File: src/rtl/s2p_param.sv
// Serial-to-parallel converter: assembles WIDTH qualified serial bits into a word
// held on a registered valid/ready output, flagging words dropped while one is pending.
module s2p_param #(
  parameter int WIDTH     = 8,
  parameter bit LSB_FIRST = 1'b1
) (
  input  logic             clk,
  input  logic             n_rst,
  input  logic             data,
  input  logic             vld,
  input  logic             clr,
  output logic [WIDTH-1:0] dout,
  output logic             dout_vld,
  input  logic             dout_rdy,
  output logic             overrun
);

  localparam int CW = (WIDTH > 1) ? $clog2(WIDTH) : 1;
  localparam logic [CW-1:0] CNT_LAST = CW'(WIDTH - 1);

  logic [WIDTH-1:0] sh_q, sh_d, shifted;
  logic [CW-1:0]    cnt_q, cnt_d;
  logic [WIDTH-1:0] dout_q, dout_d;
  logic             dout_vld_q, dout_vld_d;
  logic             overrun_q, overrun_d;
  logic             complete;

  always_comb begin
    if (LSB_FIRST) shifted = {data, sh_q[WIDTH-1:1]};
    else           shifted = {sh_q[WIDTH-2:0], data};
  end

  assign complete = vld && (cnt_q == CNT_LAST);

  always_comb begin
    sh_d       = sh_q;
    cnt_d      = cnt_q;
    dout_d     = dout_q;
    dout_vld_d = dout_vld_q;
    overrun_d  = overrun_q;
    if (clr) begin
      sh_d       = '0;
      cnt_d      = '0;
      dout_d     = '0;
      dout_vld_d = 1'b0;
      overrun_d  = 1'b0;
    end else begin
      if (dout_vld_q && dout_rdy) dout_vld_d = 1'b0;
      if (vld) begin
        sh_d  = shifted;
        cnt_d = complete ? '0 : cnt_q + CW'(1);
      end
      // A word completing into a full, unaccepted output is lost, not queued.
      if (complete) begin
        if (!dout_vld_q || dout_rdy) begin
          dout_d     = shifted;
          dout_vld_d = 1'b1;
        end else begin
          overrun_d  = 1'b1;
        end
      end
    end
  end

  always_ff @(posedge clk or negedge n_rst) begin
    if (!n_rst) begin
      sh_q       <= '0;
      cnt_q      <= '0;
      dout_q     <= '0;
      dout_vld_q <= 1'b0;
      overrun_q  <= 1'b0;
    end else begin
      sh_q       <= sh_d;
      cnt_q      <= cnt_d;
      dout_q     <= dout_d;
      dout_vld_q <= dout_vld_d;
      overrun_q  <= overrun_d;
    end
  end

  assign dout     = dout_q;
  assign dout_vld = dout_vld_q;
  assign overrun  = overrun_q;

endmodule
File: config.mk
export PLATFORM = sky130hd
export DESIGN_NAME = s2p_param
export DESIGN_NICKNAME = d
export VERILOG_FILES = /design/src/rtl/s2p_param.sv
export SDC_FILE = /design/constraint.sdc
export NUM_CORES = 1
export LEC_CHECK = 0
export CORE_MARGIN = 4
export CORE_UTILIZATION = 29
export CTS_BUF_LIST = sky130_fd_sc_hd__clkbuf_8
export CTS_CLUSTER_DIAMETER = 50
export DETAILED_ROUTE_END_ITERATION = 10
export GPL_TIMING_DRIVEN = 0
export SKIP_CTS_REPAIR_TIMING = 1
export SYNTH_ARGS = -nofsm -noshare
export SYNTH_HDL_FRONTEND = slang
export SYNTH_SLANG_ARGS = --single-unit
export TNS_END_PERCENT = 1
File: constraint.sdc
create_clock -name clk -period 1.9 [get_ports clk]
set_input_delay 0.57 -clock clk [delete_from_list [all_inputs] [get_ports clk]]
set_output_delay 0.57 -clock clk [all_outputs]
set_load 0.005 [all_outputs]
Word level (Yosys, flattened, before mapping)
Cells that the tools add are included.

operators by class
  multipliers = 0
  muxes and demuxes = 15
  shift operators = 0
  divide/modulo/power cells = 0
  reductions and logical operators = 9
  order comparisons = 0
  bitwise gates (word level) = 0
  $add $sub $neg = 1
  eq/ne operators = 2

operators with widths
  operator                                     number
  2-to-1 mux 8 bit                             5
  2-to-1 mux 3 bit                             3
  2-to-1 mux 1 bit                             7
  nonzero test 2 bit                           3
  AND reduction 2 bit                          2
  adder 3 x 1 -> 3 bit, second input constant  1
  == test 3 bit, second input constant         1
  logical AND 1 bit                            2
  != test 2 bit, second input constant         1
  logical NOT 1 bit                            1
  logical OR 1 bit                             1

storage, ports and cells
  bits of input ports = 6
  bits in read-only memories = 0
  register bits = 21
  memories = 0
  word-level logic and storage cells = 32
  memory bits (writable) = 0
  output and inout bits = 10
  latch bits = 0

Logic depth before layout (Yosys ltp)
Gate-level depths: netlist of the first run.

  depth after elaboration = 5
  gate-level depth with buffers = 5
  gate-level depth less buffers = 5

Worst setup path before layout of the first run
OpenSTA, ideal clock, no wires.

  path kind = flip-flop to flip-flop
  from = reg cnt_q[0]
  to = reg dout_q[0] (netlist: dout[0])
  path buffers = 0
  library setup time = 79 ps
  required time = 1821 ps
  arrival = 1145 ps
  slack = 676 ps
  stages on the path, launching flop included = 6
  period minus slack after synthesis = 1224 ps
  path through = dfrtp_1 > ha_1 > ha_1 > nand2_2 > nor2_8 > mux2i_1

between the ends
  longest elaborated chain between the ends = 4

ends and longest elaborated chain
  what                           line  text
  start, declared                22    logic [CW-1:0] cnt_q, cnt_d;
  start signal, assigned         74    cnt_q <= cnt_d;
  == test 3 bit                  33    assign complete = vld && (cnt_q == CNT_LAST);
  logical AND 1 bit              33
  nonzero test 2 bit (no line)   --
  AND reduction 2 bit (no line)  --
  end signal, assigned           75    dout_q <= dout_d;
  end, declared                  23    logic [WIDTH-1:0] dout_q, dout_d;

No other way between the ends.
A chain may end at the register's enable or synchronous reset.

Worst setup path in the final report of the first run
  from = reg overrun_q (netlist: overrun)
  to = out overrun

RTL lines
  what                    line  text
  start, declared         25    logic overrun_q, overrun_d;
  start signal, assigned  77    overrun_q <= overrun_d;
  end, declared           15    output logic overrun

No word-level cell between the ends.

==> results of run 1 <==
==> flip-flops by register name, summed over array words and instances (netlist names) <==
register  count
cnt_q         3
overrun       1
dout_vld      1
dout          8
sh_q          7
==> layout by cell type (no fill, tap or decap) <==
master	instances
dfrtp_1	20
nand2b_1	16
mux2i_1	16
clkdlybuf4s50_1	14
nor2_1	11
clkbuf_8	4
buf_2	3
a21oi_1	3
ha_1	2
buf_6	1
and2b_4	1
nand2_2	1
nor2_8	1
inv_1	1
nor3b_1	1
nand2_1	1
nand3b_1	1
a31oi_1	1
==> how the worst min path moves through the flow <==
stage               depth (start not counted)    start        to  slack [ps]
global route                                2  overrun   overrun         540
finish                                      2  overrun   overrun         530
CTS                                         2  overrun   overrun         540
global placement                            2  overrun   overrun         490
detailed placement                          2  sh_q[1]   sh_q[1]         520
floorplan                                   0    n_rst  cnt_q[0]         270
==> area by class of cell <==
class | count | share of cell area
Tap cell | 44 | 0.0465
Clock buffer | 4 | 0.0465
Inverter | 1 | 0.00317
Sequential cell | 20 | 0.423
Multi-Input combinational cell | 55 | 0.340
Timing Repair Buffer | 14 | 0.118
Buffer | 4 | 0.0222
==> cell families after synthesis <==
logic type,count (synthesis),share of synthesized area
AOI/OAI and AO/OA,4,0.0228
muxes,16,0.172
DFF,20,0.536
and+or+nand+nor,33,0.210
buffers and inverters,5,0.0322
adders and majority gates,2,0.0268
==> metrics by stage <==
step                hold slack [ps]  cells  power, mW  setup slack, ps
floorplan                       274     80      0.475              676
detailed placement              517    138      0.501             49.0
global placement                490    138      0.500              105
finish                          528    142      0.812              211
global route                    535    142      0.856              148
CTS                             535    142      0.828              190
==> Yosys cell counts, drive strengths merged <==
cell type  instances
dfrtp             20
mux2i             16
nand2b            16
nor2              12
buf                4
a21oi              3
ha                 2
nand2              2
a31oi              1
and2b              1
inv                1
nand3b             1
nor3b              1
==> power by group through the flow <==
stage	combinational [mW]	sequential, mW	clock, mW
floorplan	0.0322	0.443	0
global placement	0.0566	0.443	0
detailed placement	0.0577	0.444	0
CTS	0.0578	0.435	0.335
global route	0.0636	0.436	0.356
finish	0.0561	0.435	0.320
==> metal layers <==
layer | up-vias | part of all wire | track usage
met5 | - | 0 | 0
met4 | 0 | 0.016 | 0.0633
met3 | 2 | 0.042 | 0.0277
met2 | 14 | 0.51 | 0.161
met1 | 280 | 0.43 | 0.108
li1 | 300 | - | -
==> metrics.md, run 1 <==
| Metric | Value |
|---|---|
| Starting density of the core | `0.303` |
| # rows | `20` |
| Int Power | `approximately 0.64 mW` |
| Reg2reg setup slack | `about 520 ps` |
| Routed WL | `1.67 mm` |
| Slew HR | `0.400` |
| Combinational fraction of design power | `0.069` |
| Avg WL per Cell | `about 12 µm` |
| Root buf cell | `clkbuf_8` |
| Syn Area/Cell | `between 10 and 15 µm²` |
| Peak VDD IR | `0.000240 V` |
| CP endpoint kind | `primary output` |
| Reg area | `approximately 500 µm²` |
| Detailed-route via count | `about 600` |
| Crit-path cells | `clkdlybuf4s50_1` |
| Worst Max-Slew Pin Slew | `around 900 ps` |
| Core ar. | `3080 µm²` |
| Clock power share | `0.395` |
| Full die area | `approximately 4200 µm²` |
| Syn nets | `between 80 and 90` |
| Crit Reg-Reg Startpoint | `cnt_q[0]` |
| Synth area leader | `dfrtp_1` |
| Slew Viols, Final | `0` |
| Overall global routing resource usage | `0.0970` |
| Worst Setup SP | `overrun` |
| Skew final | `~1.7 ps` |
| Post-DRT Antenna Nets | `0` |
| Sequential fraction of design power | `0.536` |
| Leakage Power | `between 0.5 and 0.6 nW` |
| Sink Count | `20` |
| Final global-route overflow total | `0` |
| Crit path buf inv count | `1` |
| Worst stage delay on the critical path | `about 500 ps` |
| Final core utilization | `0.385` |
| P per Cell Area | `686 nW/µm²` |
| Synth warn | `0` |
| Port buffer count | `14` |
| TritonCTS clock tree | `done` |
| Final hold viol count | `0` |
| Fmax | `about 590 MHz` |
| Largest net degree at the start of global routing | `21` |
| Area grow syn2layout | `26.8%` |
| Vias/cell | `4.20` |
| Yosys top cell area share | `0.536` |
| Slowest-stage cell, CP | `clkdlybuf4s50_1` |
| Switching power | `around 0.17 mW` |
| DR pass1 iterations | `4` |
| RSZ-0062 raised after global routing | `no` |
| Final routed DRC violation total | `0` |
| Share of cells above drive strength 1 | `0.112` |
| Antenna Cells | `0` |
| Crit path kind | `reg -> out` |
| Final Cell Area | `1180 µm²` |
| CP top delay family | `buffers and inverters` |
| Footprint of the multi-input gates | `403 µm²` |
| Cell count along the critical path | `1` |
| Final min period | `roughly 1700 ps` |
| IO Count | `16` |
| Nets@finish | `around 110` |
| Setup TNS | `0 ps` |
| Outcome | `finished, final reports clean` |
| Crit-path max FO | `2` |
| CP required | `roughly 1300 ps` |
| Clk_lat worst skew | `between 200 and 300 ps` |
| Die span in y | `64.7 µm` |
| Setup-failing EPs final | `0` |
| Worst hold path type | `reg -> reg` |
| Crit path capture | `overrun` |
| Synth area leaders | `dfrtp_1 (54%), mux2i_1 (17%), nand2b_1 (11%)` |
| Syn Std Cell Area | `roughly 930 µm²` |
| Reg2reg end | `dout[3]` |
| Register area share after synthesis | `0.536` |
| Fin crit share | `0.889` |
| Clk buf depth | `2` |
| Vias in the first global route | `about 630` |
| Die width | `between 60 and 70 µm` |
| CP Launch Type | `flop` |
| Initial antenna violation count | `0` |
| Distinct cells, synth | `16` |
| CP arrival | `between 1000 and 1500 ps` |
| Cell Area, Placed | `around 1100 µm²` |
| First-pass GRT wire length | `around 3 mm` |
| Detailed Route Iter0 Violations | `17` |
| Switching share of power | `0.209` |
| Flops & latches, synth | `20` |
| Max-Cap Viols | `0` |
| Cell count after synthesis | `80` |
| Num CTS Buffers | `3` |
| Level count of the clock H-tree | `1` |
| Gpl congestion | `about 0.7` |
| Fillers | `~320` |
| Worst Reg2Reg Path Length in Cells | `5` |
| Clock-pin slew on the worst setup and hold paths | `70 ps` |
No activity file was read; power rests on OpenSTA's default activity.
==> inputs of run 2 (changes only) <==
Settings changed: CORE_UTILIZATION 29 to 40, MAX_ROUTING_LAYER from default to met4.
==> run 2 against run 1 <==
Against the previous run: clock power is 3% lower; power decreased by 1.1%; sequential power about the same; cell area fell by 1.7%; critical path depth stayed put; fmax grew 0.36%; sequential cell count unchanged; global-route usage grew 2.1 points; clock-buffer cell count stayed put; first-iteration DRC count is 65% lower; cell count shrank 11%; wire length is 4.4% lower; largest cell class unchanged; highest routed layer unchanged.
==> metrics.md, run 2 (synthesis gave the netlist of run 1 again) <==
| Metric | Value |
|---|---|
| Routed WL | `1.60 mm (-4.4%)` |
| Switching power | `0.162 mW (-5.0%)` |
| Nets@finish | `107 (unchanged)` |
| Detailed-route via count | `606 (+1.7%)` |
| Final min period | `1680 ps (-6.05 ps)` |
| Antenna Cells | `0 (unchanged)` |
| Final core utilization | `0.526 (+0.141)` |
| # rows | `17 (-15%)` |
| Core ar. | `2210 µm² (-28%)` |
| DR pass1 iterations | `3 (-1)` |
| Total chip power | `0.803 mW (-1.1%)` |
| RSZ-0062 raised after global routing | `no` |
| CP arrival | `1110 ps (about the same)` |
| IO Count | `16 (unchanged)` |
| Dpl hpwl | `approximately 1.2 mm` |
| Non-Filler Instances | `126 (-11%)` |
| Switching share of power | `0.201 (-0.00833)` |
| Most frequent cells in the layout | `dfrtp_1 (20), nand2b_1 (16), mux2i_1 (16)` |
| Worst stage delay on the critical path | `500 ps (about the same)` |
| Combinational fraction of design power | `0.070 (about the same)` |
| Clk_lat worst skew | `250 ps (about the same)` |
| Leakage Power | `0.517 nW (unchanged)` |
| Gpl congestion | `0.748 (+6.6%)` |
| Sequential fraction of design power | `0.542 (+0.006)` |
| Setup-failing EPs final | `0 (unchanged)` |
| Sink Count | `20 (unchanged)` |
| Grt met3 use | `0.0437 (+0.0159)` |
| Clk buf depth | `2 (unchanged)` |
| Slew Viols, Final | `0 (unchanged)` |
| Clock power share | `0.388 (-0.007)` |
| Peak VDD IR | `0.000568 V (+140%)` |
| Crit path buf inv count | `1 (unchanged)` |
| Setup TNS | `0 ps (unchanged)` |
| Port buffer count | `14 (unchanged)` |
| Final routed DRC violation total | `0 (unchanged)` |
| Full die area | `3170 µm² (-24%)` |
| CP required | `1330 ps (about the same)` |
| Level count of the clock H-tree | `1 (unchanged)` |
| Post-DRT Antenna Nets | `0 (unchanged)` |
| Detailed Route Iter0 Violations | `6 (-11)` |
| Area grow syn2layout | `24.7%` |
| Largest net degree at the start of global routing | `21 (unchanged)` |
| P per Cell Area | `690 nW/µm² (+0.65%)` |
| Clock-pin slew on the worst setup and hold paths | `70 ps (about the same)` |
| Outcome | `finished, final reports clean` |
| Int Power | `0.642 mW (about the same)` |
| Setup slack after layout | `217 ps (+6.05 ps)` |
| Share of cells above drive strength 1 | `0.112 (unchanged)` |
| Final hold viol count | `0 (unchanged)` |
| Fmax | `594 MHz (+0.36%)` |
| Starting density of the core | `0.422 (+0.119)` |
| Cell Area, Placed | `1110 µm² (-1.8%)` |
| Avg WL per Cell | `12.7 µm (+7.8%)` |
| CP top delay family | `buffers and inverters` |
| TritonCTS clock tree | `done` |
| Crit path kind | `reg -> out` |
| Skew final | `5.68 ps (+4.02 ps)` |
| CP endpoint kind | `primary output` |
| Crit-path max FO | `2 (unchanged)` |
| Pre-CTS setup slack | `54.0 ps (+5.02 ps)` |
| Num CTS Buffers | `3 (unchanged)` |
| Vias/cell | `4.81 (+15%)` |
| Max-Cap Viols | `0 (unchanged)` |
| Root buf cell | `clkbuf_8` |
| Crit-path cells | `clkdlybuf4s50_1` |
| GR Util met2 | `0.180 (+0.0194)` |
| DP Cell Count | `122 (-12%)` |
| Max FFs per register | `8 (unchanged)` |
| GR peak layer | `met2` |
| Final global-route overflow total | `0 (unchanged)` |
| Die span in y | `56.3 µm (-13%)` |
| Fin crit share | `0.886 (-0.00318)` |
| Initial antenna violation count | `0 (unchanged)` |
| CP Launch Type | `flop` |
| Final Cell Area | `1160 µm² (-1.7%)` |
| Final hold slack | `517 ps (-11.5 ps)` |
| First-pass GRT wire length | `2.88 mm (-4.6%)` |
| Commonest non-fill, non-tap cell in the layout | `dfrtp_1` |
| Slew HR | `0.430 (+0.0293)` |
| Vias in the first global route | `601 (-4.1%)` |
| Worst hold path type | `reg -> reg` |
| Die width | `56.3 µm (-13%)` |
| Fillers | `216 (-31%)` |
| Slowest-stage cell, CP | `clkdlybuf4s50_1` |
| Met1 usage | `0.151 (+0.0437)` |
| Overall global routing resource usage | `0.118 (+0.0206)` |
| Worst Max-Slew Pin Slew | `853 ps (-43.8 ps)` |
-- run 2: cell counts in the layout (fill, tap and decap cells not counted) --
No cell type changed its count.
-- run 2: power groups by stage --
stage / sequential, mW / clock (mW) / combinational, mW
after floorplan: 0.443 / 0 / 0.0322
after CTS: 0.435 / 0.329 / 0.0577
after global routing: 0.437 / 0.343 / 0.0635
final: 0.436 / 0.312 / 0.0560
after detailed placement: 0.444 / 0 / 0.0575
after global placement: 0.444 / 0 / 0.0576
-- run 2: layer usage --
layer,up-vias,part of all wire
met5,-,0
met4,0,0.0025
met3,2,0.050
met2,10,0.48
met1,293,0.47
li1,301,-
-- run 2: cell type report --
class	instances	area, µm²	area share
inverters	1	3.75	0.00323
clock buffers	4	55.1	0.0473
well taps	28	35.0	0.0301
repair buffers	14	140	0.120
plain buffers	4	26.3	0.0226
multi-input cells	55	403	0.346
flip-flops and latches	20	500	0.430
-- run 2: final timing paths --
path	startpoint	endpoint	slack, ps	cells after the start
worst max-delay path	overrun	overrun	220	1
worst min-delay path	overrun	overrun	520	2
worst max register to register	cnt_q[0]	dout[2]	510	5
worst min register to register	overrun	overrun	520	2
max in group asynchronous	n_rst	dout_vld	570	1
min in group asynchronous	n_rst	sh_q[5]	800	1
